### config.mk
export PLATFORM = sky130hd
export DESIGN_NAME = pps_sample_scheduler
export DESIGN_NICKNAME = d
export VERILOG_FILES = /design/src/rtl/pps_pkg.sv /design/src/rtl/pps_sync_edge.sv /design/src/rtl/pps_sample_scheduler.sv
export SDC_FILE = /design/constraint.sdc
export NUM_CORES = 1
export LEC_CHECK = 0
export ABC_AREA = 0
export BUFFER_PORTS_ARGS = -buffer_cell sky130_fd_sc_hd__buf_2
export CORE_MARGIN = 4
export CORE_UTILIZATION = 50
export CTS_CLUSTER_DIAMETER = 200
export CTS_CLUSTER_SIZE = 8
export DETAILED_ROUTE_END_ITERATION = 7
export GPL_ROUTABILITY_DRIVEN = 0
export PLACE_DENSITY = 0.81
export SLEW_MARGIN = 25
export SYNTH_ARGS = -nofsm -noshare
export SYNTH_HDL_FRONTEND = slang
export SYNTH_SLANG_ARGS = --single-unit
### constraint.sdc
create_clock -name axis_aclk -period 8.95 [get_ports axis_aclk]
set_input_delay 1.3425 -clock axis_aclk [delete_from_list [all_inputs] [get_ports axis_aclk]]
set_output_delay 1.3425 -clock axis_aclk [all_outputs]
set_load 0.03 [all_outputs]
### src/rtl/pps_pkg.sv
// Shared definitions for the PPS sample scheduler: FSM state encodings,
// output record field layout and a record packing helper.
package pps_pkg;

    typedef enum logic [1:0] {
        ST_IDLE  = 2'd0,
        ST_ARMED = 2'd1,
        ST_RUN   = 2'd2,
        ST_FAULT = 2'd3
    } pps_state_e;

    localparam int REC_WIDTH       = 64;
    localparam int REC_SAMPLES_LSB = 0;
    localparam int REC_SAMPLES_MSB = 31;
    localparam int REC_SECONDS_LSB = 32;
    localparam int REC_SECONDS_MSB = 63;

    localparam logic [31:0] SAMPLE_COUNT_MAX = 32'hFFFF_FFFF;

    function automatic logic [REC_WIDTH-1:0] pack_record(
        input logic [31:0] seconds,
        input logic [31:0] samples
    );
        logic [REC_WIDTH-1:0] rec;
        rec = '0;
        rec[REC_SECONDS_MSB:REC_SECONDS_LSB] = seconds;
        rec[REC_SAMPLES_MSB:REC_SAMPLES_LSB] = samples;
        return rec;
    endfunction

endpackage

### src/rtl/pps_sync_edge.sv
// Synchronises the asynchronous PPS pin into the local clock domain and
// emits a registered single-cycle pulse on each rising edge.
module pps_sync_edge #(
    parameter int SYNC_STAGES = 2
) (
    input  logic clk,
    input  logic rst,
    input  logic pps_async,
    output logic pps_pulse
);

    // Fewer than two stages would not give a metastability-safe crossing.
    localparam int STAGES = (SYNC_STAGES < 2) ? 2 : SYNC_STAGES;

    logic [STAGES-1:0] sync_q;
    logic [STAGES-1:0] sync_d;
    logic              prev_q;
    logic              prev_d;
    logic              pulse_q;
    logic              pulse_d;

    always_comb begin
        sync_d  = {sync_q[STAGES-2:0], pps_async};
        prev_d  = sync_q[STAGES-1];
        pulse_d = sync_q[STAGES-1] & ~prev_q;
    end

    always_ff @(posedge clk or posedge rst) begin
        if (rst) begin
            sync_q  <= '0;
            prev_q  <= 1'b0;
            pulse_q <= 1'b0;
        end else begin
            sync_q  <= sync_d;
            prev_q  <= prev_d;
            pulse_q <= pulse_d;
        end
    end

    assign pps_pulse = pulse_q;

endmodule

### src/rtl/pps_sample_scheduler.sv
// Arms on request, starts counting samples on the next PPS and emits one
// {seconds, samples_in_second} record per subsequent PPS through a one-entry
// AXI-Stream register; detects PPS loss while running.
module pps_sample_scheduler
    import pps_pkg::*;
#(
    parameter int unsigned PPS_TIMEOUT_CYCLES = 125_000_000,
    parameter int          SYNC_STAGES        = 2
) (
    input  logic        axis_aclk,
    input  logic        axis_aresetn,
    input  logic        pps_in,
    input  logic        cfg_arm,
    input  logic        cfg_enable,
    input  logic [31:0] cfg_interval,
    input  logic        i_sample_valid,
    output logic        o_stop_sample_counter,
    output logic [31:0] o_interval,
    output logic [63:0] m_axis_tdata,
    output logic        m_axis_tvalid,
    input  logic        m_axis_tready,
    output logic [1:0]  o_state,
    output logic        o_overflow,
    output logic        o_pps_lost
);

    localparam logic [31:0] TIMEOUT_LIMIT = 32'(PPS_TIMEOUT_CYCLES);

    logic pps_pulse;

    pps_state_e     state_q;
    pps_state_e     state_d;
    logic           stop_q;
    logic           stop_d;
    logic [31:0]    interval_q;
    logic [31:0]    interval_d;
    logic [31:0]    seconds_q;
    logic [31:0]    seconds_d;
    logic [31:0]    samples_q;
    logic [31:0]    samples_d;
    logic [31:0]    timer_q;
    logic [31:0]    timer_d;
    logic [63:0]    tdata_q;
    logic [63:0]    tdata_d;
    logic           tvalid_q;
    logic           tvalid_d;
    logic           overflow_q;
    logic           overflow_d;
    logic           pps_lost_q;
    logic           pps_lost_d;
    logic           rec_load;
    logic [63:0]    record;

    pps_sync_edge #(
        .SYNC_STAGES (SYNC_STAGES)
    ) u_sync (
        .clk       (axis_aclk),
        .rst       (axis_aresetn),
        .pps_async (pps_in),
        .pps_pulse (pps_pulse)
    );

    // Disable overrides everything; the sample sitting on the PPS cycle
    // belongs to the new second, so it seeds the next count.
    always_comb begin
        state_d    = state_q;
        interval_d = interval_q;
        seconds_d  = seconds_q;
        samples_d  = samples_q;
        timer_d    = timer_q;
        pps_lost_d = pps_lost_q;
        rec_load   = 1'b0;
        record     = pack_record(seconds_q + 32'd1, samples_q);

        if (!cfg_enable) begin
            state_d = ST_IDLE;
        end else begin
            case (state_q)
                ST_IDLE: begin
                    if (cfg_arm) begin
                        state_d = ST_ARMED;
                    end
                end
                ST_ARMED: begin
                    if (pps_pulse) begin
                        state_d    = ST_RUN;
                        interval_d = cfg_interval;
                        seconds_d  = '0;
                        samples_d  = '0;
                        timer_d    = '0;
                    end
                end
                ST_RUN: begin
                    if (pps_pulse) begin
                        rec_load  = 1'b1;
                        seconds_d = seconds_q + 32'd1;
                        samples_d = {31'd0, i_sample_valid};
                        timer_d   = '0;
                    end else begin
                        timer_d = timer_q + 32'd1;
                        if (i_sample_valid && (samples_q != SAMPLE_COUNT_MAX)) begin
                            samples_d = samples_q + 32'd1;
                        end
                        if (timer_d >= TIMEOUT_LIMIT) begin
                            state_d    = ST_FAULT;
                            pps_lost_d = 1'b1;
                        end
                    end
                end
                ST_FAULT: begin
                    if (!cfg_arm) begin
                        state_d = ST_IDLE;
                    end
                end
                default: state_d = ST_IDLE;
            endcase
        end
    end

    // One-entry output register: a busy entry is never overwritten unless
    // it is being accepted in the same cycle.
    always_comb begin
        tdata_d    = tdata_q;
        tvalid_d   = tvalid_q;
        overflow_d = overflow_q;
        stop_d     = (state_d != ST_RUN);

        if (rec_load) begin
            if (tvalid_q && !m_axis_tready) begin
                overflow_d = 1'b1;
            end else begin
                tdata_d  = record;
                tvalid_d = 1'b1;
            end
        end else if (tvalid_q && m_axis_tready) begin
            tvalid_d = 1'b0;
        end
    end

    always_ff @(posedge axis_aclk or posedge axis_aresetn) begin
        if (axis_aresetn) begin
            state_q    <= ST_IDLE;
            stop_q     <= 1'b1;
            interval_q <= '0;
            seconds_q  <= '0;
            samples_q  <= '0;
            timer_q    <= '0;
            tdata_q    <= '0;
            tvalid_q   <= 1'b0;
            overflow_q <= 1'b0;
            pps_lost_q <= 1'b0;
        end else begin
            state_q    <= state_d;
            stop_q     <= stop_d;
            interval_q <= interval_d;
            seconds_q  <= seconds_d;
            samples_q  <= samples_d;
            timer_q    <= timer_d;
            tdata_q    <= tdata_d;
            tvalid_q   <= tvalid_d;
            overflow_q <= overflow_d;
            pps_lost_q <= pps_lost_d;
        end
    end

    assign o_state               = state_q;
    assign o_stop_sample_counter = stop_q;
    assign o_interval            = interval_q;
    assign m_axis_tdata          = tdata_q;
    assign m_axis_tvalid         = tvalid_q;
    assign o_overflow            = overflow_q;
    assign o_pps_lost            = pps_lost_q;

endmodule

==> out/metrics.cfg, run 1 <==
[route]
routed_wl_um=22000
wl_per_cell_um=15.8
detail_route.iter0.violations=594
ant_nets=0
drc_errors=0
dr.pass1.iters=5
vias=7985
vias_per_cell=5.72

[critical_path]
r2r_slack_ps=5440
cp_max_fo=10
crit_arrival_ps=3900
cp.required_ps=9340
end_kind=flip-flop
crit_type=reg2reg
cp-start-kind=flip-flop

[finish]
stdcell_count=1395
multi_input_area_um2=4500
layout_common_cells=201 x dfrtp_1, 140 x buf_2, 105 x nand2_1, 93 x o21ai_0, 93 x nor2_1
seq_area_um2=5060
fill_cells=1614
drive_gt1_share_pct=23.0
areaGrowthSynthToFinish_pct=16.8
layout_commonest_cell=dfrtp_1
fin_area_um2=11500
final_nets=1164

[die]
coreArea_um2=19400
start_util_pct=50.7
die_y_um=148
fp-row-count=51
die_area_um2=22000
fp.dieW_um=148
io_pins=141

[logic_synthesis]
synth-edff-count=0
synth-compound-area-share_pct=14.2
syn_area_um2=9830
muxShareOfSynthArea_pct=7.55
synthFlopType=dfrtp_1
ys_seq_area_share_pct=51.4
synth_top_family_by_area=simple AND/OR/NAND/NOR gates
syn_nets=1044
synth_xor_area_share_pct=4.72
syn_area_per_cell_um2=9.85
synth-simple-area-share_pct=18.3
synthCells=998
ys_async_sr_fraction_pct=100
yosys.cell_types.count=63
yosysWarnings=0
synth_seq_cells=202
synth_fa_ha_area_share_pct=0.891

[power]
power.share.combinational_pct=19.1
vdd_drop_max_mv=0.151
seqPwrFrac_pct=43.0
switching_power_mw=0.759
p_clk_share_pct=37.9
powerDensity_nw_per_um2=219
power.internal_mw=1.76
p_leak_nw=5.26
netSwitchingFraction_pct=30.2

[clock_network]
cts_resized=0
clock_latency_ps=520
holdBufCountCts=0
clk_pin_slew_ps=50
cts_root_buf=clkbuf_16
cts-buffers-inserted=29
cts_sinks=202
ctsLongestPathBuffers=3
cts_tree=yes
htreeDepth=1
cts_setup_buffers=0

[sta]
final_hold_viol_count=0
finalSetupTns_ps=0
worstMarginPinSlew_ps=990
finalCritPeriodShare_pct=39.2
fmax_mhz=285
relSlewSlack_pct=33.8
finalSetupViolCount=0
slew_viol_final=0
rsz0062_at_grt=no
period_minus_slack_ps=3510
clock_skew_ps=23.7

[outcome]
status=finished clean

[place]
io_buffers=140
dp_cells=1352
hpwl_um=14700
place_area_um2=10700

[hold_path]
hold_class=reg2reg

[global_routing]
gr-total-overflow=0
grt_use_total_pct=19.6
grt_antenna_before_repair=3
grt_max_degree=122
grt_pass1_wl_um=36800
grt_pass1_vias=7628

[flow_run]
maxCapViolations=0

[final cells by class]
class                           count  share of cell area (%)
Sequential cell                   202                    44.0
Tap cell                          265                    2.89
Clock buffer                       41                    6.71
Timing Repair Buffer              144                    6.40
Inverter                           19                   0.686
Antenna cell                        1                  0.0218
Clock inverter                      1                  0.0763
Multi-Input combinational cell    722                    39.2
[metal layers]
| layer | up-vias | part of all wire, % | GRT usage (%) | routed length (um) |
|---|---|---|---|---|
| met4 | 4 | 2.5 | 6.42 | 559 |
| met3 | 43 | 4.9 | 3.17 | 1080 |
| li1 | 3821 | - | - | - |
| met5 | - | 0.12 | 0 | 26 |
| met1 | 3919 | 43 | 26.0 | 9390 |
| met2 | 198 | 50 | 33.3 | 11000 |
[critical path: stages (launching register included)]
cell and delay (ps):
dfrtp_1 430, ha_1 240, nand3_1 300, nor4_2 850, a2111oi_0 250, a2111oi_0 560
nor2_1 100, o211ai_1 130, o311ai_1 210, or2_2 320
[worst paths after layout]
check	startpoint	end	depth (start not counted)
worst min register to register	u_sync.sync_q[0]	u_sync.sync_q[1]	0
worst max register to register	timer_q[0]	o_pps_lost	9
worst max-delay path	timer_q[0]	o_pps_lost	9
worst min-delay path	u_sync.sync_q[0]	u_sync.sync_q[1]	0
max in group asynchronous	axis_aresetn	timer_q[7]	3
min in group asynchronous	axis_aresetn	o_interval[5]	2
[state kept, by name, indices dropped and copies added (netlist names)]
register,cells
o_state,2
o_stop_sample_counter,1
o_interval,32
m_axis_tdata,64
samples_q,32
m_axis_tvalid,1
u_sync.prev_q,1
o_pps_lost,1
u_sync.pps_pulse,1
timer_q,32
u_sync.sync_q,2
seconds_q,32
o_overflow,1
[cell families (layout without fill, tap and decap cells)]
family / count (synthesis) / in the layout
adder cells (fa/ha/maj): 7 / 7
XOR/XNOR: 53 / 53
flip-flops: 202 / 202
AND/OR/NAND/NOR: 361 / 361
buffers and inverters: 74 / 205
multiplexers: 66 / 66
AO/OA/AOI/OAI: 235 / 235
other: 0 / 1
[stage by stage]
step | total power, mW | util (%) | hold WS (ps) | setup WS [ps]
floorplan | 1.43 | - | 331 | 2100
global placement | 1.56 | 55.1 | 357 | 5130
detailed placement | 1.58 | 55.1 | 355 | 5050
CTS | 2.54 | 59.2 | 366 | 5520
global route | 2.62 | 59.2 | 372 | 5060
finish | 2.51 | 59.2 | 361 | 5440
[Yosys cell counts (7+ instances only)]
| library cell | instances | area share [%] |
|---|---|---|
| and4_1 | 14 | 1.2 |
| a31oi_1 | 10 | 0.64 |
| a21oi_1 | 62 | 3.2 |
| inv_1 | 19 | 0.73 |
| or3_1 | 14 | 0.89 |
| nor2_1 | 93 | 3.6 |
| ha_1 | 7 | 0.89 |
| o21ai_1 | 10 | 0.51 |
| xnor2_1 | 36 | 3.2 |
| xor2_1 | 17 | 1.5 |
| buf_1 | 9 | 0.34 |
| and3_1 | 25 | 1.6 |
| dfrtp_1 | 201 | 51 |
| clkbuf_1 | 43 | 1.6 |
| nand2_1 | 105 | 4.0 |
| o41ai_1 | 9 | 0.80 |
| o21ai_0 | 93 | 4.7 |
| mux2_2 | 65 | 7.4 |
| nand3_1 | 42 | 2.1 |
| nor3_1 | 15 | 0.76 |
| nand4_1 | 18 | 1.1 |
| o31ai_1 | 14 | 1.1 |
[power by group through the flow]
stage                     logic, mW  clock network (mW)  registers, mW
after floorplan               0.152                   0           1.27
after CTS                     0.486               0.975           1.08
after global placement        0.475                   0           1.09
after global routing          0.516                1.01           1.10
after detailed placement      0.485                   0           1.09
final                         0.480               0.953           1.08
Power figures use the tool's default switching activity.
==> run 2: changes to the inputs <==
==> constraint.sdc (replaced) <==
create_clock -name axis_aclk -period 3.4 [get_ports axis_aclk]
set_input_delay 0.51 -clock axis_aclk [delete_from_list [all_inputs] [get_ports axis_aclk]]
set_output_delay 0.51 -clock axis_aclk [all_outputs]
set_load 0.03 [all_outputs]
==> run 2 against run 1 <==
- total power rose to 2.6 times the previous value
- global-route usage increased by 0.45 points
- register-to-register slack lost 4900 ps
- via count fell by 0.78%
- utilization is 0.43 points higher
- routed wire length up 0.39%
==> out/metrics.cfg, run 2 (synthesis results as in run 1) <==
[global_routing]
gr-total-overflow=0  ; unchanged
grt_antenna_before_repair=1  ; -2
grt_pass1_wl_um=37700  ; +2.5%
grt_use_total_pct=20.1  ; +0.45 points
grt_max_degree=152  ; +25%
grt_pass1_vias=7701  ; +0.96%

[hold_path]
hp-start=pps_in
hold-path-endpoint=u_sync.sync_q[0]
hold_class=in2reg
hold_path_depth=1  ; +1

[clock_network]
clock_latency_ps=520  ; about the same
cts_sinks=202  ; unchanged
cts_tree=yes
cts_root_buf=clkbuf_16
htreeDepth=1  ; unchanged
holdBufCountCts=0  ; unchanged
cts_resized=0  ; unchanged
clk_pin_slew_ps=50  ; about the same
cts-buffers-inserted=29  ; unchanged
ctsLongestPathBuffers=3  ; unchanged
cts_setup_buffers=0  ; unchanged

[place]
hpwl_um=14800  ; +0.64%
dp_slack_ps=538  ; -4520 ps
io_buffers=140  ; unchanged
place_area_um2=10800  ; +0.85%

[sta]
fmax_mhz=346  ; +21%
relSlewSlack_pct=35.1  ; +1.4 points
clock_skew_ps=22.8  ; -0.882 ps
slew_viol_final=0  ; unchanged
fin_hold_ws_ps=117  ; -244 ps
rsz0062_at_grt=no
finalSetupViolCount=0  ; unchanged
finalCritPeriodShare_pct=85.1  ; +46 points
period_minus_slack_ps=2890  ; -614 ps
worstMarginPinSlew_ps=971  ; -19.1 ps
final_hold_viol_count=0  ; unchanged
finalSetupTns_ps=0  ; unchanged
setup_ws_ps=507  ; -4940 ps

[route]
vias=7923  ; -0.78%
routed_wl_um=22100  ; +0.39%
dr.pass1.iters=7  ; +2
vias_per_cell=5.64  ; -1.5%
wl_met3_um=991  ; -8.3%
met1Wirelength_um=9740  ; +3.6%
drc_errors=0  ; unchanged
ant_nets=0  ; unchanged
wl_per_cell_um=15.7  ; -0.33%
detail_route.iter0.violations=600  ; +1.0%
top_layer=met5
wl_met2_um=11000  ; +0.15%

[critical_path]
cp-start-kind=flip-flop
critPathBufInv=0  ; unchanged
r2r_end=samples_q[6]
crit_slowest_cell=or4_4
cp_max_fo=9  ; -1
r2r_slack_ps=510  ; -4940 ps
critPathTopFamily=simple AND/OR/NAND/NOR gates
max_stage_delay_ps=560  ; -290 ps
crit_arrival_ps=3270  ; -630 ps
cp_common_cell=or4_4
r2r_start=samples_q[3]
crit_type=reg2reg
cp_cell_sequence=nand4_4, or4_4, or4_4, o311a_4, o211a_4, and4_1, xnor2_1, nor2_1
ff2ff_path_depth=8  ; -1
end_kind=flip-flop
cp.required_ps=3770  ; -5570 ps

[die]
io_pins=141  ; unchanged
die_area_um2=22000  ; unchanged
coreArea_um2=19400  ; unchanged
fp.dieW_um=148  ; unchanged
fp-row-count=51  ; unchanged
die_y_um=148  ; unchanged
start_util_pct=50.7  ; unchanged

[finish]
num_antenna_cells=0  ; -1
fin_util_pct=59.6  ; +0.43 points
layout_commonest_cell=dfrtp_1
seq_area_um2=5060  ; unchanged
fin_area_um2=11600  ; +0.73%
largest_register_ffs=64  ; unchanged
drive_gt1_share_pct=23.8  ; +0.74 points
multi_input_area_um2=4500  ; about the same
layout_common_cells=201 x dfrtp_1, 140 x buf_2, 105 x nand2_1, 93 x o21ai_0, 93 x nor2_1
fill_cells=1657  ; +2.7%
final_nets=1175  ; +0.95%
areaGrowthSynthToFinish_pct=17.6

[power]
powerDensity_nw_per_um2=572  ; +160%
vdd_drop_max_mv=0.440  ; +190%
p_leak_nw=5.31  ; +0.99%

[outcome]
status=finished clean

[flow_run]
maxCapViolations=0  ; unchanged

==> run 2: final cells by class <==
type,instances,share of cell area (%)
sequential,202,43.7
multi-input combinational,722,38.9
timing repair buffer,155,7.14
clock buffer,41,6.66
tap,265,2.87
clock inverter,1,0.0757
inverter,19,0.649
==> run 2: worst register-to-register path, cell delays in order (launching register included) <==
cell and delay, ps:
dfrtp_1 460, nand4_4 170, or4_4 560, or4_4 500
o311a_4 350, o211a_4 280, and4_1 230, xnor2_1 150
nor2_1 60
==> run 2: worst max-delay path by stage <==
stage / start / to / slack, ps / depth (start not counted)
after floorplan: axis_aresetn / m_axis_tdata[0] / 270 / 1
after global placement: samples_q[3] / samples_q[6] / 590 / 8
after detailed placement: samples_q[3] / samples_q[6] / 540 / 8
after CTS: samples_q[3] / samples_q[6] / 510 / 8
after global routing: timer_q[0] / o_pps_lost / 230 / 10
final: samples_q[3] / samples_q[6] / 510 / 8
==> run 2: metrics by stage <==
stage	total power, mW	cells
final	6.61	1405
after global routing	6.90	1405
after CTS	6.68	1405
after detailed placement	4.16	1363
after global placement	4.12	1363
after floorplan	3.76	998
==> run 2: metal layers <==
metal  GRT usage (%)  vias to the layer above
met5               0                        -
met4            4.76                        2
met3            3.14                       34
met2            33.8                      186
met1            27.7                     3861
li1                -                     3840
==> run 2: power by group <==
part	leakage, nW	internal, mW	total [mW]	switching, mW
Combinational	2.18	0.405	1.28	0.874
Sequential	2.75	2.68	2.84	0.161
Clock	0.376	1.54	2.49	0.956
==> run 3: changes to the inputs <==
--- a/config.mk
+++ b/config.mk
@@ -8,12 +8,13 @@
 export ABC_AREA = 0
 export BUFFER_PORTS_ARGS = -buffer_cell sky130_fd_sc_hd__buf_2
 export CORE_MARGIN = 4
-export CORE_UTILIZATION = 50
+export CORE_UTILIZATION = 58
 export CTS_CLUSTER_DIAMETER = 200
 export CTS_CLUSTER_SIZE = 8
 export DETAILED_ROUTE_END_ITERATION = 7
 export GPL_ROUTABILITY_DRIVEN = 0
-export PLACE_DENSITY = 0.81
+export GPL_TIMING_DRIVEN = 0
+export PLACE_DENSITY = 0.91
 export SLEW_MARGIN = 25
 export SYNTH_ARGS = -nofsm -noshare
 export SYNTH_HDL_FRONTEND = slang
==> run 3 against run 2 <==
- final area up 1.9%
- total power up 1.1%
- critical path type unchanged
- cell count up 0.21%
- register-to-register slack worse by 330 ps
- clock power about the same
- highest routed layer is now met4
- non-clock buffer count up 46
- clock skew down 0.64 ps
- combinational power up 5%
==> out/metrics.cfg, run 3 (synthesis results as in run 1) <==
[route]
vias_per_cell=6.17  ; +9.5%
detail_route.iter0.violations=1057  ; +76%
routed_wl_um=25500  ; +15%
wl_per_cell_um=18.1  ; +15%
ant_nets=0  ; unchanged
dr.pass1.iters=6  ; -1
vias=8692  ; +9.7%
drc_errors=0  ; unchanged

[critical_path]
ff2ff_path_depth=9  ; +1
crit_type=reg2reg
cp.required_ps=3800  ; +30 ps
cp-start-kind=flip-flop
crit_arrival_ps=3620  ; +350 ps
cp_max_fo=11  ; +2
end_kind=flip-flop
r2r_slack_ps=180  ; -330 ps
r2r_start=timer_q[4]
r2r_end=o_pps_lost

[power]
p_leak_nw=5.40  ; +1.7%
p_clk_share_pct=37.5  ; -0.2 points
netSwitchingFraction_pct=30.6  ; +0.48 points
power.share.combinational_pct=20.0  ; +0.7 points
power.internal_mw=4.64  ; +0.45%
p_total_mw=6.69  ; +1.1%
seqPwrFrac_pct=42.5  ; -0.5 points
switching_power_mw=2.05  ; +2.8%
powerDensity_nw_per_um2=568  ; -0.71%
vdd_drop_max_mv=0.550  ; +25%

[clock_network]
ctsLongestPathBuffers=3  ; unchanged
cts_setup_buffers=0  ; unchanged
cts_root_buf=clkbuf_16
htreeDepth=1  ; unchanged
clk_pin_slew_ps=60  ; about the same
cts-buffers-inserted=29  ; unchanged
clock_latency_ps=530  ; about the same
holdBufCountCts=0  ; unchanged
cts_sinks=202  ; unchanged
cts_tree=yes

[place]
hpwl_um=17100  ; +16%
io_buffers=139  ; -0.71%
place_area_um2=11000  ; +1.6%
dp_cells=1364  ; +0.073%

[sta]
rsz0062_at_grt=no
finalCritPeriodShare_pct=94.8  ; +9.8 points
fmax_mhz=310  ; -10%
final_hold_viol_count=0  ; unchanged
period_minus_slack_ps=3220  ; +332 ps
finalSetupViolCount=0  ; unchanged
fin_hold_ws_ps=51.3  ; -65.4 ps
worstMarginPinSlew_ps=661  ; -310 ps
clock_skew_ps=22.1  ; -0.636 ps
slew_viol_final=0  ; unchanged
relSlewSlack_pct=55.6  ; +20 points

[global_routing]
grt_antenna_before_repair=1  ; unchanged
gr-total-overflow=0  ; unchanged
grt_pass1_vias=8577  ; +11%
grt_use_total_pct=25.8  ; +5.7 points
grt_max_degree=34  ; -78%
grt_pass1_wl_um=42100  ; +12%

[die]
die_y_um=138  ; -6.8%
fp.dieW_um=138  ; -6.8%
io_pins=141  ; unchanged
fp-row-count=47  ; -7.8%
coreArea_um2=16600  ; -15%
die_area_um2=19100  ; -13%
start_util_pct=59.3  ; +8.6 points

[finish]
layout_common_cells=201 x dfrtp_1, 141 x buf_2, 105 x nand2_1, 93 x o21ai_0, 93 x nor2_1
fin_util_pct=71.0  ; +11 points
stdcell_count=1408  ; +0.21%
fill_cells=1132  ; -32%
drive_gt1_share_pct=22.3  ; -1.4 points
areaGrowthSynthToFinish_pct=19.8
layout_commonest_cell=dfrtp_1
largest_register_ffs=64  ; unchanged
fin_area_um2=11800  ; +1.9%
final_nets=1222  ; +4.0%

[flow_run]
maxCapViolations=0  ; unchanged

[outcome]
status=finished clean

[hold_path]
hold_class=in2async

-- run 3: changes by cell type in the layout (fill, tap and decap cells not counted), sizes merged --
cell	change
clkbuf	+43
buf	+3
nor4	+1
diode	+1
-- run 3: cell type report --
| cell class | count | area (um2) | share of cell area [%] |
|---|---|---|---|
| sequential | 202 | 5060 | 42.9 |
| clock inverter | 1 | 8.76 | 0.0743 |
| clock buffer | 41 | 771 | 6.54 |
| inverter | 19 | 75.1 | 0.637 |
| multi-input combinational | 723 | 4530 | 38.4 |
| tap | 220 | 275 | 2.34 |
| antenna | 1 | 2.50 | 0.0212 |
| timing repair buffer | 146 | 851 | 7.22 |
| buffer | 55 | 216 | 1.84 |
-- run 3: layer usage --
layer / up-vias / share of wire (%) / global-route usage (%)
met4: 0 / 4.1 / 10.8
met2: 453 / 50 / 43.9
met3: 125 / 6.9 / 4.35
met1: 4179 / 39 / 32.8
li1: 3935 / - / -
met5: - / 0 / 0
-- run 3: worst max-delay path by stage --
stage	start	to	slack, ps	depth (start not counted)
final	timer_q[4]	o_pps_lost	180	9
after global routing	timer_q[0]	o_pps_lost	80	9
after CTS	timer_q[0]	o_pps_lost	40	9
after detailed placement	timer_q[0]	o_pps_lost	-160	9
after global placement	axis_aresetn	o_interval[26]	-840	2
after floorplan	axis_aresetn	m_axis_tdata[0]	270	1
-- run 3: through the flow --
step                worst slack, ps  TNS, ps
floorplan                       275        0
global placement               -836  -165220
detailed placement             -158     -300
CTS                            43.1        0
global route                   79.6        0
finish                          175        0
-- run 3: power by group through the flow --
| stage | Combinational [mW] | Clock, mW | Sequential (mW) |
|---|---|---|---|
| 3_5_place_dp | 1.34 | 0 | 2.87 |
| 6_report | 1.34 | 2.51 | 2.84 |
| 5_1_grt | 1.42 | 2.65 | 2.87 |
| 4_1_cts | 1.34 | 2.55 | 2.84 |
| 2_1_floorplan | 0.400 | 0 | 3.35 |
| 3_3_place_gp | 1.28 | 0 | 2.85 |
-- run 3: worst max-delay path, cell delays in order (launching register included) --
cell and delay (ps):
dfrtp_1 320, buf_2 160, nand3_1 370, or3_1 520
o41ai_1 500, a311oi_1 170, o31a_1 300, o211ai_1 210
o311ai_1 220, or2_2 330
-- run 3: what timing repair did --
item | 4_1_cts | 5_1_grt
setup endpoints to repair | 3 | 5
resized for setup | 1 | 3
pin swaps | 0 | 1
gates cloned | 0 | 1
